[src/rtl/tel_pkg.sv]
// tel_pkg: shared constants and state types for the tell message UART serializer
//   TAG_STATUS/TAG_SENT  frame tag characters for the status and sent channels
//   ASCII_*              fixed frame punctuation
//   FRAME_BYTES          bytes per transmitted line
package tel_pkg;
   localparam logic [7:0] TAG_STATUS  = 8'h53;
   localparam logic [7:0] TAG_SENT    = 8'h4D;
   localparam logic [7:0] ASCII_COLON = 8'h3A;
   localparam logic [7:0] ASCII_CR    = 8'h0D;
   localparam logic [7:0] ASCII_LF    = 8'h0A;
   localparam int FRAME_BYTES = 12;
   typedef enum logic [1:0] {IDLE, LOAD, SEND} topState_t;
   typedef enum logic [1:0] {B_IDLE, B_START, B_DATA, B_STOP} byteState_t;
endpackage

[src/rtl/uart_tx_byte.sv]
// uart_tx_byte: 8N1 byte transmitter with back-to-back restart
//   clk, rst   clock and synchronous active-high reset
//   start      pulse; accepted when idle or in the done cycle
//   data       byte to send, LSB first
//   txd        serial line, idle high
//   done       high in the last cycle of the stop bit
module uart_tx_byte #(
   parameter int CLKS_PER_BIT = 868
) (
   input  logic       clk,
   input  logic       rst,
   input  logic       start,
   input  logic [7:0] data,
   output logic       txd,
   output logic       done
);
   import tel_pkg::*;
   localparam int CW = (CLKS_PER_BIT > 1) ? $clog2(CLKS_PER_BIT) : 1;
   byteState_t state;
   logic [CW-1:0] cnt;
   logic [2:0] bitIdx;
   logic [7:0] sh;
   logic bitEnd;
   assign bitEnd = cnt == CW'(CLKS_PER_BIT - 1);
   assign done = state == B_STOP && bitEnd;
   always_ff @(posedge clk) begin
      if (rst) begin
         state <= B_IDLE;
         cnt <= '0;
         bitIdx <= '0;
         sh <= '0;
         txd <= 1'b1;
      end else if (start && (state == B_IDLE || done)) begin
         state <= B_START;
         cnt <= '0;
         bitIdx <= '0;
         sh <= data;
         txd <= 1'b0;
      end else if (state != B_IDLE) begin
         cnt <= bitEnd ? '0 : cnt + 1'b1;
         if (bitEnd) begin
            case (state)
               B_START: begin
                  state <= B_DATA;
                  txd <= sh[0];
               end
               B_DATA: begin
                  bitIdx <= bitIdx + 1'b1;
                  sh <= sh >> 1;
                  state <= bitIdx == 3'd7 ? B_STOP : B_DATA;
                  txd <= bitIdx == 3'd7 ? 1'b1 : sh[1];
               end
               default: begin
                  state <= B_IDLE;
                  txd <= 1'b1;
               end
            endcase
         end
      end
   end
endmodule

[src/rtl/tel_msg_uart.sv]
// tel_msg_uart: sends "S:<status>\r\n" / "M:<sent>\r\n" lines over UART whenever a tell output changes
//   clk, rst    clock and synchronous active-high reset
//   statusMsg   8-char status text, leftmost char in [63:56]
//   sentMsg     8-char message/cost text, same byte order
//   txd         UART 8N1 line, idle high
//   busy        high from LOAD until the last stop bit has ended
//   overrun     one-cycle pulse when a channel changes while already pending
module tel_msg_uart #(
   parameter int CLKS_PER_BIT = 868
) (
   input  logic        clk,
   input  logic        rst,
   input  logic [63:0] statusMsg,
   input  logic [63:0] sentMsg,
   output logic        txd,
   output logic        busy,
   output logic        overrun
);
   import tel_pkg::*;
   topState_t state;
   logic [63:0] shS, shM;
   logic [95:0] frame;
   logic [3:0] idx;
   logic pendS, pendM, chanM;
   logic chgS, chgM, loadS, loadM, lastByte, byteStart, byteDone;
   logic [7:0] tag, byteData;
   assign chgS = statusMsg != shS;
   assign chgM = sentMsg != shM;
   assign loadS = state == LOAD && !chanM;
   assign loadM = state == LOAD && chanM;
   assign tag = chanM ? TAG_SENT : TAG_STATUS;
   assign lastByte = idx == 4'(FRAME_BYTES - 1);
   // The tag goes out straight from LOAD; later bytes come from the rotating frame buffer,
   // whose next byte always sits just below the byte currently on the line.
   assign byteStart = state == LOAD || (state == SEND && byteDone && !lastByte);
   assign byteData = state == LOAD ? tag : frame[87:80];
   uart_tx_byte #(.CLKS_PER_BIT(CLKS_PER_BIT)) uTx (
      .clk  (clk),
      .rst  (rst),
      .start(byteStart),
      .data (byteData),
      .txd  (txd),
      .done (byteDone)
   );
   always_ff @(posedge clk) begin
      if (rst) begin
         state <= IDLE;
         shS <= '0;
         shM <= '0;
         pendS <= 1'b0;
         pendM <= 1'b0;
         chanM <= 1'b0;
         frame <= '0;
         idx <= '0;
         busy <= 1'b0;
         overrun <= 1'b0;
      end else begin
         shS <= statusMsg;
         shM <= sentMsg;
         // A change landing in the LOAD cycle re-arms the flag; the old shadow is what gets framed.
         pendS <= chgS || (pendS && !loadS);
         pendM <= chgM || (pendM && !loadM);
         overrun <= (chgS && pendS && !loadS) || (chgM && pendM && !loadM);
         case (state)
            IDLE: if (pendS || pendM) begin
               state <= LOAD;
               chanM <= !pendS;
               busy <= 1'b1;
            end
            LOAD: begin
               state <= SEND;
               idx <= '0;
               frame <= {tag, ASCII_COLON, (chanM ? shM : shS), ASCII_CR, ASCII_LF};
            end
            default: if (byteDone) begin
               frame <= {frame[87:0], frame[95:88]};
               idx <= idx + 1'b1;
               if (lastByte) begin
                  state <= IDLE;
                  busy <= 1'b0;
               end
            end
         endcase
      end
   end
endmodule

[config.mk]
export PLATFORM = sky130hd
export DESIGN_NAME = tel_msg_uart
export DESIGN_NICKNAME = d
export VERILOG_FILES = /design/src/rtl/tel_pkg.sv /design/src/rtl/uart_tx_byte.sv /design/src/rtl/tel_msg_uart.sv
export SDC_FILE = /design/constraint.sdc
export NUM_CORES = 1
export LEC_CHECK = 0
export CAP_MARGIN = 30
export CORE_UTILIZATION = 35
export DETAILED_ROUTE_END_ITERATION = 16
export MAX_ROUTING_LAYER = met4
export PLACE_DENSITY_LB_ADDON = 0.08
export SLEW_MARGIN = 10
export SYNTH_ARGS = -nofsm -noshare
export SYNTH_HDL_FRONTEND = slang
export SYNTH_SLANG_ARGS = --single-unit
[constraint.sdc]
create_clock -name clk -period 1.8 [get_ports clk]
set_input_delay 0.36 -clock clk [delete_from_list [all_inputs] [get_ports clk]]
set_output_delay 0.36 -clock clk [all_outputs]
set_load 0.05 [all_outputs]
==> results of run 1 <==
## final timing paths
kind / cells past startpoint / from / to / slack [ns]
max reg2reg: 8 / uTx.cnt[0]$_SDFFE_PP0N_ / frame[62]$_SDFFE_PP0P_ / -0.17
min: 3 / rst / shM[37]$_SDFF_PP0_ / 0.29
max: 8 / uTx.cnt[0]$_SDFFE_PP0N_ / frame[62]$_SDFFE_PP0P_ / -0.17
min reg2reg: 2 / frame[78]$_SDFFE_PP0P_ / frame[86]$_SDFFE_PP0P_ / 0.46
## synthesized netlist by cell type, types with 8 or more instances
cell type	n	area [µm²]
a211oi_1	67	503.0
ha_1	9	112.6
clkbuf_1	69	259.0
nor2b_1	196	1226
nand3_1	33	165.2
a21oi_1	35	175.2
xor2_1	8	70.07
a311oi_1	72	630.6
xnor2_1	130	1139
buf_2	12	60.06
nor2_1	46	172.7
nor3_1	27	135.1
dfxtp_1	259	5185
nand4_1	36	225.2
nand2_1	166	623.1
nor4_1	9	56.30
## power breakdown
part           internal (mW)  leakage [nW]  switching (mW)
logic                   1.18          3.31            1.15
registers               6.13          2.14           0.329
clock network           3.47         0.470            2.51
total                   10.8          5.93            3.99
## sequential cells by signal, indices dropped and copies added, names as in the netlist
signal	count
uTx.txd	1
frame	96
pendM	1
chanM	1
busy	1
uTx.sh	8
shM	64
uTx.state	2
pendS	1
state	2
shS	64
uTx.cnt	10
uTx.bitIdx	3
overrun	1
idx	4
## worst max-delay path, delay by kind of cell, from the launching register on
kind	cells	cell delay (ns)
compound gates	1	0.23
buf+inv	2	0.36
fa+ha+maj	1	0.14
simple gates	4	0.79
flops	1	0.35
## per-layer routing
layer / up-vias / GRT usage (%) / wire, µm
met3: 49 / 2.249 / 1341
li1: 4700 / - / -
met1: 4562 / 29.36 / 17570
met4: 0 / 4.276 / 712
met2: 219 / 36.93 / 18050
met5: - / - / 0
## area by class of cell
class                   instances  area share [%]
multi-input cells             867           39.86
flip-flops and latches        259           32.00
repair buffers                286           19.07
clock buffers                  44           5.315
well taps                     396           3.046
clock inverters                11          0.5691
inverters                       6          0.1384
## what timing repair did
action / in CTS / in global routing
setup buffers: 5 / 14
gates resized for setup: 48 / 206
gates cloned: 7 / 16
pin swaps: 34 / 88
setup endpoints to repair: 124 / 121
## kinds of logic after synthesis
group	share of synthesized area [%]
AND/OR/NAND/NOR	24.62
flip-flops	46.88
AO/OA/AOI/OAI	12.69
XOR/XNOR	10.93
buffers and inverters	3.462
adder cells (fa/ha/maj)	1.018
multiplexers	0.3960
## stage by stage
step                total power [mW]  cells  hold slack (ns)  util, %  worst slack (ns)
floorplan                      7.544   1216           0.4366        -          -0.05866
global route                   15.29   1869           0.3015    52.77           -0.2791
finish                         14.77   1869           0.2894    52.77           -0.1742
detailed placement             8.649   1778           0.4498    44.30           -0.7089
global placement               8.643   1778           0.4435    44.30           -0.7702
CTS                            14.66   1843           0.2812    48.66           -0.1512
==> flow_metrics.py, run 1 <==
metrics = {
    "sta": {
        "rsz0062_at_grt": "yes",
        "hold_viol": 0,
        "period_needed_ns": 1.974,
        "relSlewSlack_pct": 63.59,
        "fin_setup_tns_ns": -12.64,
        "setup_ws_ns": -0.1742,
        "worst_pin_slew_ns": 0.5462,
        "drv_slew": 0,
        "setup_viol": 114,
        "fin_crit_sh_pct": 109.7,
        "fmax_mhz": 506.5,
        "finClkSkew_ns": 0.01159,
    },
    "clocking": {
        "cts-hold-fix-buffers": 0,
        "htreeDepth": 1,
        "cts_tree": "yes",
        "path_clk_slew_ns": 0.06,
        "insertion_delay_ns": 0.55,
        "root_buffer": "clkbuf_16",
        "clkSinkCount": 259,
        "numCtsBuffers": 31,
        "ctsLongestPathBuffers": 3,
    },
    "synthesis": {
        "synthCells": 1216,
        "ys_warn_count": 0,
        "syn_nets": 1355,
        "synth_seq_cells": 259,
        "synth.yosys.seq_area_share_pct": 46.88,
        "synth_edf_count": 0,
        "synth_cell_types": 42,
        "syn_avg_cell_area_um2": 9.095,
        "synth_flop_cell": "dfxtp_1",
        "syn_area_mm2": 0.01106,
        "async_flop_share_pct": 0,
    },
    "setup_path": {
        "max_stage_delay_ns": 0.35,
        "cp_cell_sequence": "ha_4 -> nand4b_1 -> nor3_4 -> and3_4 -> buf_12 -> clkbuf_16 -> nand2_1 -> a311oi_1",
        "crit_fanout": 8,
        "crit_required_ns": 2.26,
        "slowest_stage": "dfxtp_2",
        "crit_type": "reg -> reg",
        "crit_arrival_ns": 2.44,
        "crit_path_start_kind": "flip-flop",
        "crit_path_end_kind": "flip-flop",
    },
    "detailed_routing": {
        "drt_iter0_markers": 679,
        "drt_drc_violations_left": 2,
        "via_count": 9530,
        "ant_nets": 0,
        "viasPerCell": 5.099,
        "routedWlPerCell_um": 20.16,
        "dr.pass1.iters": 13,
        "routed_wl_um": 37670,
    },
    "global_routing": {
        "grt_pass1_vias": 9035,
        "grt_pass1_wl_um": 54090,
        "antenna_found_initial": 0,
        "grt-ovfl-total": 0,
        "grt_max_degree": 102,
        "grt_use_total_pct": 22.24,
    },
    "finish": {
        "multi_input_area_mm2": 0.006485,
        "layout_common_cells": "dfxtp_1 (249), nor2b_1 (194), clkdlybuf4s50_1 (128)",
        "ff_latch_area_mm2": 0.005205,
        "fin_area_mm2": 0.01627,
        "area_growth_pct": 47.10,
        "drive_gt1_share_pct": 26.75,
        "nFillCells": 2764,
        "layout_commonest_cell": "dfxtp_1",
        "insertedDiodeCount": 0,
        "fin_nets": 1590,
    },
    "place": {
        "place.gp.congestion": 0.8279,
        "io_buffer_count": 132,
        "dpl_cell_area_mm2": 0.01366,
        "dp_hpwl_um": 25190,
    },
    "die": {
        "fp-row-count": 64,
        "dieWidth_um": 179.8,
        "core_area_mm2": 0.03083,
        "dieArea_mm2": 0.03231,
        "die_h_um": 179.8,
        "ios": 133,
        "start_util_pct": 35.87,
    },
    "status": {
        "outcome": "finished, violations left",
        "violations": "DRC, setup timing",
    },
    "flow_run": {
        "cap_violations": 0,
    },
    "hold_path": {
        "hold_path_class": "in -> reg",
    },
    "power_and_ir_drop": {
        "ir_worst_vdd_uv": 699.9,
        "powerDensity_mw_per_mm2": 907.7,
        "leakage_nw": 5.926,
    },
}
Power figures use the tool's default switching activity.
==> inputs of run 2 (changes only) <==
- RECOVER_POWER: not set -> 25
- SKIP_LAST_GASP: not set -> 1
==> run 2 against run 1 <==
Against the previous run: the run still ends with DRC, setup timing left; power shrank 0.33%; maximum frequency shrank 0.61%; global-route usage is the same; sequential share of layout area grew 0.27 points; clock skew grew 0.00065 ns; setup slack lost 0.012 ns; final area shrank 0.85%; cell count is essentially flat; utilization shrank 0.45 points; critical endpoint is now frame[70]$_SDFFE_PP0P_; highest routed layer unchanged.
==> flow_metrics.py, run 2 (synthesized netlist as in run 1, its figures left out) <==
metrics = {
    "setup_path": {
        "crit_type": "reg -> reg",
        "crit_fanout": 9,
        "cp_cell_sequence": "ha_4 -> nand4b_1 -> nor3_4 -> buf_4 -> buf_6 -> nand3_4 -> buf_12 -> clkbuf_16 -> nand2_1 -> a311oi_2",
        "crit_path_end_kind": "flip-flop",
        "max_stage_delay_ns": 0.35,
        "path_buf_inv": 4,
        "crit_arrival_ns": 2.41,
        "crit_required_ns": 2.23,
        "crit_path_start_kind": "flip-flop",
        "slowest_stage": "dfxtp_2",
        "critPathTopFamily": "simple AND/OR/NAND/NOR gates",
    },
    "status": {
        "violations": "DRC, setup timing",
        "outcome": "finished, violations left",
    },
    "sta": {
        "setup_viol": 115,
        "drv_slew": 0,
        "setup_ws_ns": -0.1863,
        "rsz0062_at_grt": "yes",
        "fin_crit_sh_pct": 110.4,
        "worst_pin_slew_ns": 0.5129,
        "hold_viol": 0,
        "relSlewSlack_pct": 65.81,
        "fmax_mhz": 503.4,
        "finClkSkew_ns": 0.01224,
        "period_needed_ns": 1.986,
    },
    "detailed_routing": {
        "ant_nets": 0,
        "viasPerCell": 5.079,
        "via_count": 9497,
        "drt_drc_violations_left": 2,
        "routedWlPerCell_um": 20.07,
        "drt_iter0_markers": 627,
        "routed_wl_um": 37520,
        "dr.pass1.iters": 11,
    },
    "place": {
        "place.gp.congestion": 0.8279,
        "dp_hpwl_um": 25190,
        "dpl_cell_area_mm2": 0.01366,
        "io_buffer_count": 132,
        "dp.cells": 1778,
    },
    "global_routing": {
        "grt-ovfl-total": 0,
        "grt_max_degree": 102,
        "grt_util_met3_pct": 2.249,
        "antenna_found_initial": 0,
        "grt_use_total_pct": 22.24,
        "top_usage_layer": "met2",
        "grt_pass1_wl_um": 54090,
        "grt_pass1_vias": 9035,
        "use_met1_pct": 29.36,
        "grt_util_met2_pct": 36.93,
    },
    "power_and_ir_drop": {
        "leakage_nw": 5.905,
        "ir_worst_vdd_uv": 699.1,
        "powerDensity_mw_per_mm2": 912.4,
    },
    "clocking": {
        "insertion_delay_ns": 0.55,
        "htreeDepth": 1,
        "cts-hold-fix-buffers": 0,
        "cts_tree": "yes",
        "root_buffer": "clkbuf_16",
        "ctsLongestPathBuffers": 3,
        "numCtsBuffers": 31,
        "clkSinkCount": 259,
        "path_clk_slew_ns": 0.06,
    },
    "finish": {
        "layout_commonest_cell": "dfxtp_1",
        "layout_common_cells": "dfxtp_1 (250), nor2b_1 (195), xnor2_1 (126)",
        "insertedDiodeCount": 0,
        "ff_latch_area_mm2": 0.005204,
        "multi_input_area_mm2": 0.006347,
        "fin_area_mm2": 0.01613,
        "nFillCells": 2778,
        "largest_reg_flops": 96,
        "area_growth_pct": 45.84,
        "drive_gt1_share_pct": 24.29,
        "regMostFlops": "frame",
        "reg.largest.list": "frame (96), shM (64), shS (64)",
        "fin_cells": 1870,
        "fin_nets": 1591,
    },
    "die": {
        "fp-row-count": 64,
        "start_util_pct": 35.87,
        "dieArea_mm2": 0.03231,
        "dieWidth_um": 179.8,
        "core_area_mm2": 0.03083,
        "ios": 133,
        "die_h_um": 179.8,
    },
    "flow_run": {
        "cap_violations": 0,
    },
    "hold_path": {
        "hold_path_class": "in -> reg",
    },
}
-- run 2: cell count changes in the layout (fill, tap and decap cells not counted), moves of 3 or more --
| cell | delta |
|---|---|
| a21oi_1 | +11 |
| a21oi_2 | -11 |
| clkdlybuf4s50_1 | -21 |
| nor2_1 | +3 |
| buf_4 | +3 |
| nand2_2 | -13 |
| dlygate4sd3_1 | +21 |
| nand2_1 | +14 |
-- run 2: timing repair --
action	4_1_cts	5_1_grt
gates resized for setup	45	168
pin swaps	34	76
setup buffers	5	14
endpoints found under the setup margin	124	121
gates cloned	7	16
-- run 2: cell type report --
type | count | share of cell area (%)
Clock buffer | 44 | 5.360
Clock inverter | 11 | 0.5740
Inverter | 6 | 0.1396
Multi-Input combinational cell | 867 | 39.35
Sequential cell | 259 | 32.26
Tap cell | 396 | 3.072
Timing Repair Buffer | 287 | 19.24
-- run 2: power breakdown --
part           total (mW)  internal [mW]  switching, mW
Combinational        2.29           1.16           1.13
Sequential           6.45           6.13          0.319
Clock                5.98           3.47           2.51
-- run 2: final timing paths --
check                                               to  slack [ns]  cells past startpoint                    start
worst max-delay path            frame[70]$_SDFFE_PP0P_       -0.19                     10  uTx.cnt[0]$_SDFFE_PP0N_
worst min-delay path                shM[37]$_SDFF_PP0_        0.28                      3                      rst
worst max register to register  frame[70]$_SDFFE_PP0P_       -0.19                     10  uTx.cnt[0]$_SDFFE_PP0N_
worst min register to register  frame[86]$_SDFFE_PP0P_        0.46                      2   frame[78]$_SDFFE_PP0P_
-- run 2: per-stage QoR --
step	power, mW	hold slack [ns]	setup WS, ns	setup TNS, ns	util [%]
after CTS	14.66	0.2812	-0.1512	-10.25	48.64
after global routing	15.25	0.3009	-0.2864	-25.09	52.32
after global placement	8.643	0.4435	-0.7702	-10.98	44.30
final	14.72	0.2757	-0.1863	-13.85	52.32
after floorplan	7.544	0.4366	-0.05866	-2.616	-
after detailed placement	8.649	0.4498	-0.7089	-12.06	44.30
-- run 2: layer usage --
layer | wire length [µm] | part of all wire [%]
met5 | 0 | 0
met3 | 1382 | 3.7
met2 | 17930 | 48
met4 | 815 | 2.2
met1 | 17400 | 46
-- run 2: worst register-to-register path, delay by kind of cell (launching register included) --
family	cells	cell delay, ns
buf+inv	4	0.64
simple gates	4	0.63
flops	1	0.35
fa+ha+maj	1	0.14
compound gates	1	0.10
